<file path="src/rtl/servo_pkg.sv">
// Shared servo definitions: default timing constants, duty type, scheduler state
// encoding and the duty clamp helper.
package servo_pkg;

  localparam int unsigned SERVO_PERIOD_TICKS = 32'd240_000;
  localparam int unsigned SERVO_MIN_DUTY     = 32'd100;
  localparam int unsigned SERVO_MAX_DUTY     = 32'd200;

  typedef logic [7:0] duty_t;

  typedef enum logic [0:0] {
    AUTO   = 1'b0,
    MANUAL = 1'b1
  } sched_state_e;

  function automatic duty_t clamp_duty(input duty_t v, input duty_t lo, input duty_t hi);
    duty_t r;
    if (v < lo) begin
      r = lo;
    end else if (v > hi) begin
      r = hi;
    end else begin
      r = v;
    end
    return r;
  endfunction

endpackage

</file>
<file path="src/rtl/servo_frame_timer.sv">
// Frame counter 0..PERIOD_TICKS; frame_end is combinational on the last tick,
// frame_start is registered and high while the counter reads 0.
module servo_frame_timer
  import servo_pkg::*;
#(
  parameter int unsigned PERIOD_TICKS = SERVO_PERIOD_TICKS
) (
  input  logic clk,
  input  logic rst,
  output logic frame_start,
  output logic frame_end
);

  localparam int unsigned   CW   = $clog2(PERIOD_TICKS + 1);
  localparam logic [CW-1:0] LAST = CW'(PERIOD_TICKS);
  localparam logic [CW-1:0] ONE  = CW'(1);

  logic [CW-1:0] fcnt_r;

  assign frame_end = (fcnt_r == LAST);

  // Free-running frame counter; same reset as servo_pwm keeps both in lockstep.
  always_ff @(posedge clk or negedge rst) begin
    if (!rst) begin
      fcnt_r      <= '0;
      frame_start <= 1'b1;
    end else begin
      fcnt_r      <= frame_end ? '0 : fcnt_r + ONE;
      frame_start <= frame_end;
    end
  end

endmodule

</file>
<file path="src/rtl/servo_cmd_sched.sv">
// PID/host duty command arbiter with clamp, frame-synchronous slew limiting and
// host lockout. Optional command watchdog when SERVO_WDOG_EN is defined.
module servo_cmd_sched
  import servo_pkg::*;
#(
  parameter int unsigned PERIOD_TICKS = SERVO_PERIOD_TICKS,
  parameter int unsigned MIN_DUTY     = SERVO_MIN_DUTY,
  parameter int unsigned MAX_DUTY     = SERVO_MAX_DUTY,
  parameter int unsigned STEP         = 32'd4,
  parameter int unsigned HOLD_FRAMES  = 32'd50,
  parameter int unsigned WDOG_FRAMES  = 32'd25
) (
  input  logic       clk,
  input  logic       rst,
  input  logic       pid_valid,
  input  logic [7:0] pid_duty,
  output logic       pid_ready,
  input  logic       host_valid,
  input  logic [7:0] host_duty,
  output logic       host_ready,
  output logic [7:0] duty_cycle,
  output logic       frame_start,
  output logic       manual,
  output logic       busy
);

  localparam duty_t            MIN_D     = duty_t'(MIN_DUTY);
  localparam duty_t            MAX_D     = duty_t'(MAX_DUTY);
  localparam logic [7:0]       STEP_8    = 8'(STEP);
  localparam int unsigned      HCW       = $clog2(HOLD_FRAMES + 1);
  localparam logic [HCW-1:0]   HOLD_LOAD = HCW'(HOLD_FRAMES);
  localparam logic [HCW-1:0]   HOLD_ONE  = HCW'(1);

  if (MIN_DUTY > MAX_DUTY || MAX_DUTY > 32'd255 || STEP < 32'd1 || STEP > 32'd255 ||
      HOLD_FRAMES < 32'd1 || WDOG_FRAMES < 32'd1) begin : g_bad_param
    $error("servo_cmd_sched: illegal parameter set");
  end

  sched_state_e   state_r;
  duty_t          target_r;
  duty_t          duty_r;
  logic [HCW-1:0] hold_r;
  logic           frame_end_s;
  logic           host_acc_s;
  logic           pid_acc_s;
  logic           wdog_fire_s;
  logic [8:0]     diff_s;
  logic [7:0]     step_amt_s;
  duty_t          slew_duty_s;

  servo_frame_timer #(.PERIOD_TICKS(PERIOD_TICKS)) u_frame_timer (
    .clk         (clk),
    .rst         (rst),
    .frame_start (frame_start),
    .frame_end   (frame_end_s)
  );

  assign host_ready = 1'b1;
  assign pid_ready  = (state_r == AUTO) && !host_valid;
  assign host_acc_s = host_valid;
  assign pid_acc_s  = pid_valid && pid_ready;
  assign duty_cycle = duty_r;
  assign manual     = (state_r == MANUAL);
  assign busy       = (target_r != duty_r);

  // Next slewed duty: move toward target by at most STEP; 9-bit difference cannot wrap.
  always_comb begin
    diff_s      = 9'd0;
    step_amt_s  = 8'd0;
    slew_duty_s = duty_r;
    if (target_r > duty_r) begin
      diff_s      = {1'b0, target_r} - {1'b0, duty_r};
      step_amt_s  = (diff_s > {1'b0, STEP_8}) ? STEP_8 : diff_s[7:0];
      slew_duty_s = duty_r + step_amt_s;
    end else if (target_r < duty_r) begin
      diff_s      = {1'b0, duty_r} - {1'b0, target_r};
      step_amt_s  = (diff_s > {1'b0, STEP_8}) ? STEP_8 : diff_s[7:0];
      slew_duty_s = duty_r - step_amt_s;
    end else begin
      diff_s      = 9'd0;
      step_amt_s  = 8'd0;
      slew_duty_s = duty_r;
    end
  end

`ifdef SERVO_WDOG_EN
  localparam int unsigned    WCW       = $clog2(WDOG_FRAMES + 1);
  localparam logic [WCW-1:0] WDOG_LAST = WCW'(WDOG_FRAMES - 32'd1);
  localparam logic [WCW-1:0] WDOG_MAX  = WCW'(WDOG_FRAMES);
  localparam logic [WCW-1:0] WDOG_ONE  = WCW'(1);

  logic [WCW-1:0] wdog_r;
  logic           any_acc_s;

  assign any_acc_s   = host_acc_s || pid_acc_s;
  assign wdog_fire_s = frame_end_s && !any_acc_s && (wdog_r == WDOG_LAST);

  // Saturating count of frames since the last accepted command.
  always_ff @(posedge clk or negedge rst) begin
    if (!rst) begin
      wdog_r <= '0;
    end else if (any_acc_s) begin
      wdog_r <= '0;
    end else if (frame_end_s && (wdog_r != WDOG_MAX)) begin
      wdog_r <= wdog_r + WDOG_ONE;
    end
  end
`else
  assign wdog_fire_s = 1'b0;
`endif

  // Scheduler FSM: accepts, host lockout countdown and frame-boundary duty update.
  always_ff @(posedge clk or negedge rst) begin
    if (!rst) begin
      state_r  <= AUTO;
      target_r <= MIN_D;
      duty_r   <= MIN_D;
      hold_r   <= '0;
    end else begin
      if (frame_end_s) begin
        duty_r <= slew_duty_s;
      end
      if (host_acc_s) begin
        target_r <= clamp_duty(host_duty, MIN_D, MAX_D);
        state_r  <= MANUAL;
        hold_r   <= HOLD_LOAD;
      end else if (wdog_fire_s) begin
        target_r <= MIN_D;
        state_r  <= AUTO;
        hold_r   <= '0;
      end else begin
        if (pid_acc_s) begin
          target_r <= clamp_duty(pid_duty, MIN_D, MAX_D);
        end
        if ((state_r == MANUAL) && frame_end_s) begin
          hold_r <= hold_r - HOLD_ONE;
          if (hold_r == HOLD_ONE) begin
            state_r <= AUTO;
          end
        end
      end
    end
  end

endmodule

</file>
<file path="config.mk">
export PLATFORM = sky130hd
export DESIGN_NAME = servo_cmd_sched
export DESIGN_NICKNAME = d
export VERILOG_FILES = /design/src/rtl/servo_pkg.sv /design/src/rtl/servo_frame_timer.sv /design/src/rtl/servo_cmd_sched.sv
export SDC_FILE = /design/constraint.sdc
export NUM_CORES = 1
export LEC_CHECK = 0
export CAP_MARGIN = 0
export CORE_MARGIN = 3
export CORE_UTILIZATION = 50
export DETAILED_ROUTE_END_ITERATION = 8
export HOLD_SLACK_MARGIN = 0.1
export PLACE_DENSITY = 0.74
export SYNTH_ARGS = -nofsm -noshare
export SYNTH_HDL_FRONTEND = slang
export SYNTH_SLANG_ARGS = --single-unit
</file>
<file path="constraint.sdc">
create_clock -name clk -period 4.2 [get_ports clk]
set_clock_uncertainty 0.05 [all_clocks]
set_input_delay 0.63 -clock clk [delete_from_list [all_inputs] [get_ports clk]]
set_output_delay 0.63 -clock clk [all_outputs]
set_load 0.01 [all_outputs]
</file>
Yosys cells after proc, flatten, opt, wreduce, memory -nomap -nowiden
Cells that the tools add are included.
{ "totals": {"ff_bits": 42, "input_bits": 20, "out_inout_bits": 13, "wordCells": 50} }
{ "classes": {"n_addsub": 6, "n_lt_le_gt_ge": 8, "eq_ne": 3, "n_mux": 16, "bitwise_logic": 1, "n_reduce_logical": 10} }
{ "op_table": {"columns": ["cell", "count"], "rows": [
  ["8-bit 2-to-1 mux", 10],
  ["18-bit by 1-bit adder with 18-bit output, second input constant", 1],
  ["18-bit == test, second input constant", 1],
  ["9-bit by 3-bit > comparator with 1-bit output, second input constant", 2],
  ["18-bit 2-to-1 mux", 1],
  ["8-bit by 8-bit subtractor with 9-bit output", 2],
  ["8-bit > comparator, second input constant", 2],
  ["8-bit by 7-bit < comparator with 1-bit output, second input constant", 2],
  ["6-bit 2-to-1 mux", 2],
  ["8-bit adder", 1],
  ["8-bit > comparator", 1],
  ["8-bit < comparator", 1],
  ["8-bit inequality test", 1],
  ["2-bit nonzero test", 4],
  ["8-bit subtractor", 1],
  ["6-bit by 1-bit == test with 1-bit output, second input constant", 1],
  ["6-bit by 1-bit subtractor with 6-bit output, second input constant", 1],
  ["2-bit AND reduction", 2],
  ["1-bit logical AND", 3],
  ["1-bit 2-to-1 mux", 3],
  ["1-bit zero test", 1],
  ["1-bit inverter", 1]
]} }

Logic depth before layout (Yosys ltp)
{ "depth": {"ltp_word": 6, "ltp_mapped": 21, "ltp_nobuf": 20} }

Modules after synthesis
From an unflattened synthesis, not the netlist that was laid out.
{ "hier_totals": {"hier_cells": 390, "area_unflattened_um2": 3362.0} }
{ "modules_own_cells": {"columns": ["mod", "n_inst", "cells_per_inst", "area_each_um2", "seq_area_each_um2"], "rows": [
  ["servo_cmd_sched", 1, 300, 2432.3, 583.1],
  ["servo_frame_timer", 1, 90, 929.6, 476.7]
]} }

Worst setup path after synthesis
OpenSTA, ideal clock, no wires.
{ "synth_path": {"kind": "reg2reg", "start": "reg duty_r[0] (netlist: duty_cycle[0])", "end": "reg duty_r[7] (netlist: duty_cycle[7])", "setup_time_ns": 0.127, "arrival_ns": 4.205, "required_ns": 4.023, "slack_ns": -0.182, "path_stages_with_launch": 19, "n_path_buf": 0, "synth_period_minus_slack_ns": 4.382, "cell_sequence": "dfrtp_1 ha_1 fa_1 nand2b_1 a21oi_1 mux2_2 a2111oi_4 nand4b_1 ha_1 and3_2 o21ai_0 o31ai_1 ha_1 and2_1 o21ai_0 a31oi_1 or2_2 o311a_1 xnor2_1"} }
{ "synth_via": {"elab_chain_len": 6, "word_cells_on_any_way": 14, "cone_classes": "add/sub: 4; order compare: 4; mux: 4; reduce/logical: 2"} }
{ "synth_lines": {"columns": ["item", "line", "text"], "rows": [
  ["start: declaration", "servo_cmd_sched.sv:41", "duty_t duty_r;"],
  ["start signal: assignment", "servo_cmd_sched.sv:121", "duty_r <= slew_duty_s;"],
  ["8-bit by 8-bit subtractor with 9-bit output", "servo_cmd_sched.sv:76", "diff_s = {1'b0, duty_r} - {1'b0, target_r};"],
  ["9-bit by 3-bit > comparator with 1-bit output", "servo_cmd_sched.sv:77", "step_amt_s = (diff_s > {1'b0, STEP_8}) ? STEP_8 : diff_s[7:0];"],
  ["8-bit 2-to-1 mux", "servo_cmd_sched.sv:77", null],
  ["8-bit subtractor", "servo_cmd_sched.sv:78", "slew_duty_s = duty_r - step_amt_s;"],
  ["8-bit 2-to-1 mux", "servo_cmd_sched.sv:75", "end else if (target_r < duty_r) begin"],
  ["8-bit 2-to-1 mux", "servo_cmd_sched.sv:71", "if (target_r > duty_r) begin"]
]} }
Several ways; a longest one is shown, not always the timed one. The select of a mux whose other input is x is not followed.
A chain may end at the register's enable or synchronous reset.

Worst setup path after layout
{ "layout_path": {"start": "reg duty_r[6] (netlist: duty_cycle[6])", "end": "reg duty_r[7] (netlist: duty_cycle[7])"} }
The elaborated chain is that of the path after synthesis.

==> qor.csv <==
metric,value,unit
number_of_placement_rows,28,
yosysWarnings,0,
worst-slew-pin-transition,1060,ps
synth_cell_types,68,
post-synth-top-count-cell,dfrtp_1,
flow.area_growth_from_synthesis,32.0,%
synth-edff-count,0,
setup_slack_after_placement,-291,ps
synth.top_cells.by_area,"dfrtp_1, ha_1, dfstp_2",
cts_num_sinks,42,
layout.nets,502,
core-area,6130,um^2
clock_tree_from_tritoncts,yes,
path_cells,inv_1 -> ha_4 -> buf_4 -> buf_4 -> nand2_4 -> o31ai_1 -> mux2_4 -> a2111oi_4 -> nand4b_1 -> ha_2 -> and3_2 -> buf_4 -> nand2b_4 -> ha_4 -> o2111ai_4 -> a31oi_4 -> nand4_1 -> a41o_1 -> o311a_1 -> xnor2_1,
drc_violations_left,0,
path_class,reg2reg,
synth.ff_latch_count,42,
postRouteAntennaNets,0,
critical_path_buffers_and_inverters,4,
path_delay_family,compound AO/OA/AOI/OAI gates,
antenna_cells,0,
synth.top_cells.by_count,"dfrtp_1, inv_1, nor2_1, ha_1",
ioPinCount,33,
detail_route.wl_per_cell,15.9,um
worstSetupEndpointType,flip-flop,
regToRegSetupSlack,-100,ps
worst-r2r-cell-count,20,
grt_remaining_overflow,0,
timing.critical_path.slowest_cell_delay,530,ps
timing.critical_path.from,duty_cycle[6],
start_kind,flip-flop,
drtIter0Drc,153,
routabilityCongestion,0.958,
synth_area,3270,um^2
post_synth.cell_area_avg,8.73,um^2
place.detailed.hpwl,6250,um
vdd_ir_drop_max,0.232,mV
clk_latency,290,ps
synth_top_flop_cell,dfrtp_1,
vias,2970,
drv_cap,0,
netlist_instances,374,
final_cycle_utilization_of_the_critical_path,102,%
clock_buffers_created_by_tritoncts,5,
unrepaired_setup_endpoints_after_global_routing,yes,
fin_area,4310,um^2
wirelength,8380,um
antenna_found_initial,0,
power.static_leakage,0.00190,uW
worstReg2RegStart,duty_cycle[6],
crit_slowest_cell,dfstp_2,
worst_setup_margin,-99.3,ps
seq_area_frac_synth,32.4,%
via_count_of_the_first_global_routing_pass,2982,
port-buffer-count,31,
power-per-cell-area,249,nW/um^2
timing.final.crit_period,4300,ps
placedInstanceArea,3950,um^2
critical_path_peak_fanout,5,
netlist.area_leader.share,26.8,%
hold_viol_final,0,
hp-class,in2async,
post_drt_via_cell_ratio,5.64,
gr-usage-all-layers,23.5,%
wire_length_of_the_first_global_routing_pass,14100,um
cts.htree.levels,2,
whs,402,ps
fin_cells,527,
design_power_total,1070,uW
dieArea,7540,um^2
floorplan.initialDensity,53.3,%
root_buffer,clkbuf_8,
yosysTopAreaCell,dfrtp_1,
die_width,86.8,um
worst_path_depth,20,
worst-endpoint-required,4340,ps
synth-async-reset-ratio,100,%
max_slew_margin,28.8,%
path_clk_slew,90,ps
setup_viol_count_final,2,
drive_above_1_share,25.4,%
timing.critical_path.arrival,4440,ps
placed_cells,512,
timing.critical_path.to,duty_cycle[7],
largest_net_degree_at_the_start_of_global_routing,43,
timing.final.max_slew_violations,0,
path_common_cell,buf_4,
die_height,86.8,um
ctsLongestPathBuffers,2,
drt-pass1-iter-count,4,
critical_path.reg2reg.endpoint,duty_cycle[7],
run_status,"finished, violations left",
violations_in_the_final_reports,setup timing,
synth_nets,425,
fmax,233,MHz
-- cells by family (layout without fill, tap and decap cells) --
family	after synthesis	in the layout	share of synthesized area, %
simple gates	128	128	20.6
buf+inv	46	124	5.94
xor+xnor	31	31	8.31
mux	5	5	1.69
fa+ha+maj	31	31	12.6
compound gates	90	90	18.4
other cells	1	1	0.115
flops	42	42	32.4
-- layout make-up --
type,instances,area [um^2]
multi-input cells,286,2230
repair buffers,81,681
clock buffers,5,68.8
flip-flops and latches,42,1060
well taps,75,93.8
inverters,35,131
fillers,464,1820
clock inverters,3,43.8
-- worst min-delay path by stage --
| stage | slack, ps | end | from | cells after the start |
|---|---|---|---|---|
| floorplan | 280 | duty_cycle[0] | rst | 0 |
| global placement | 430 | u_frame_timer.fcnt_r[3] | u_frame_timer.fcnt_r[3] | 1 |
| detailed placement | 430 | u_frame_timer.fcnt_r[12] | u_frame_timer.fcnt_r[12] | 1 |
| CTS | 440 | u_frame_timer.fcnt_r[5] | rst | 1 |
| global route | 460 | u_frame_timer.fcnt_r[10] | rst | 1 |
| finish | 400 | u_frame_timer.fcnt_r[5] | rst | 1 |
-- worst register-to-register path, cell delays in order (launching register included) --
cell	delay, ps
dfstp_2	530
inv_1	70
ha_4	230
buf_4	140
buf_4	160
nand2_4	80
o31ai_1	90
mux2_4	300
a2111oi_4	420
nand4b_1	190
ha_2	220
and3_2	190
buf_4	140
nand2b_4	140
ha_4	300
o2111ai_4	160
a31oi_4	230
nand4_1	110
a41o_1	250
o311a_1	110
xnor2_1	120
-- metrics by stage --
step / TNS (ps) / util (%)
after floorplan: -71.7 / -
after global placement: -188 / 64.4
after detailed placement: -432 / 64.4
after CTS: -42.1 / 68.5
after global routing: -426 / 70.3
final: -102 / 70.3
-- layer usage --
| metal | vias up | wire (um) | track usage, % |
|---|---|---|---|
| met1 | 1415 | 3840 | 31.5 |
| met5 | - | 0 | 0 |
| met4 | 0 | 155 | 9.07 |
| met2 | 71 | 4090 | 38.2 |
| li1 | 1470 | - | - |
| met3 | 14 | 299 | 3.23 |
-- registers in the layout, indices dropped and copies added (netlist names) --
register and cells:
u_frame_timer.fcnt_r 18, u_frame_timer.frame_start 1, target_r 8, manual 1
hold_r 6, duty_cycle 8
-- repair_timing --
action                                  in CTS  in global routing
gates cloned                                 0                  0
endpoints found under the setup margin       2                  4
pin swaps                                   13                 23
hold buffers                                 0                  0
setup buffers                                3                  4
gates resized for setup                     21                 22
-- layout by cell type (no fill, tap or decap), types with 6 or more instances in the layout --
cell,n
a21o_1,6
clkdlybuf4s50_1,30
a21oi_1,19
dfstp_2,7
o21ai_0,20
ha_1,20
xnor2_1,20
nand2_1,25
buf_4,50
xor2_1,10
inv_1,29
nand3_1,10
dfrtp_1,34
nor2_1,33
-- power breakdown --
part           leakage [uW]  switching (uW)  internal [uW]
clock             0.0000585             142            178
combinational       0.00132             173            155
sequential         0.000515            8.52            416
total               0.00190             323            749
Power figures use the tool's default switching activity.
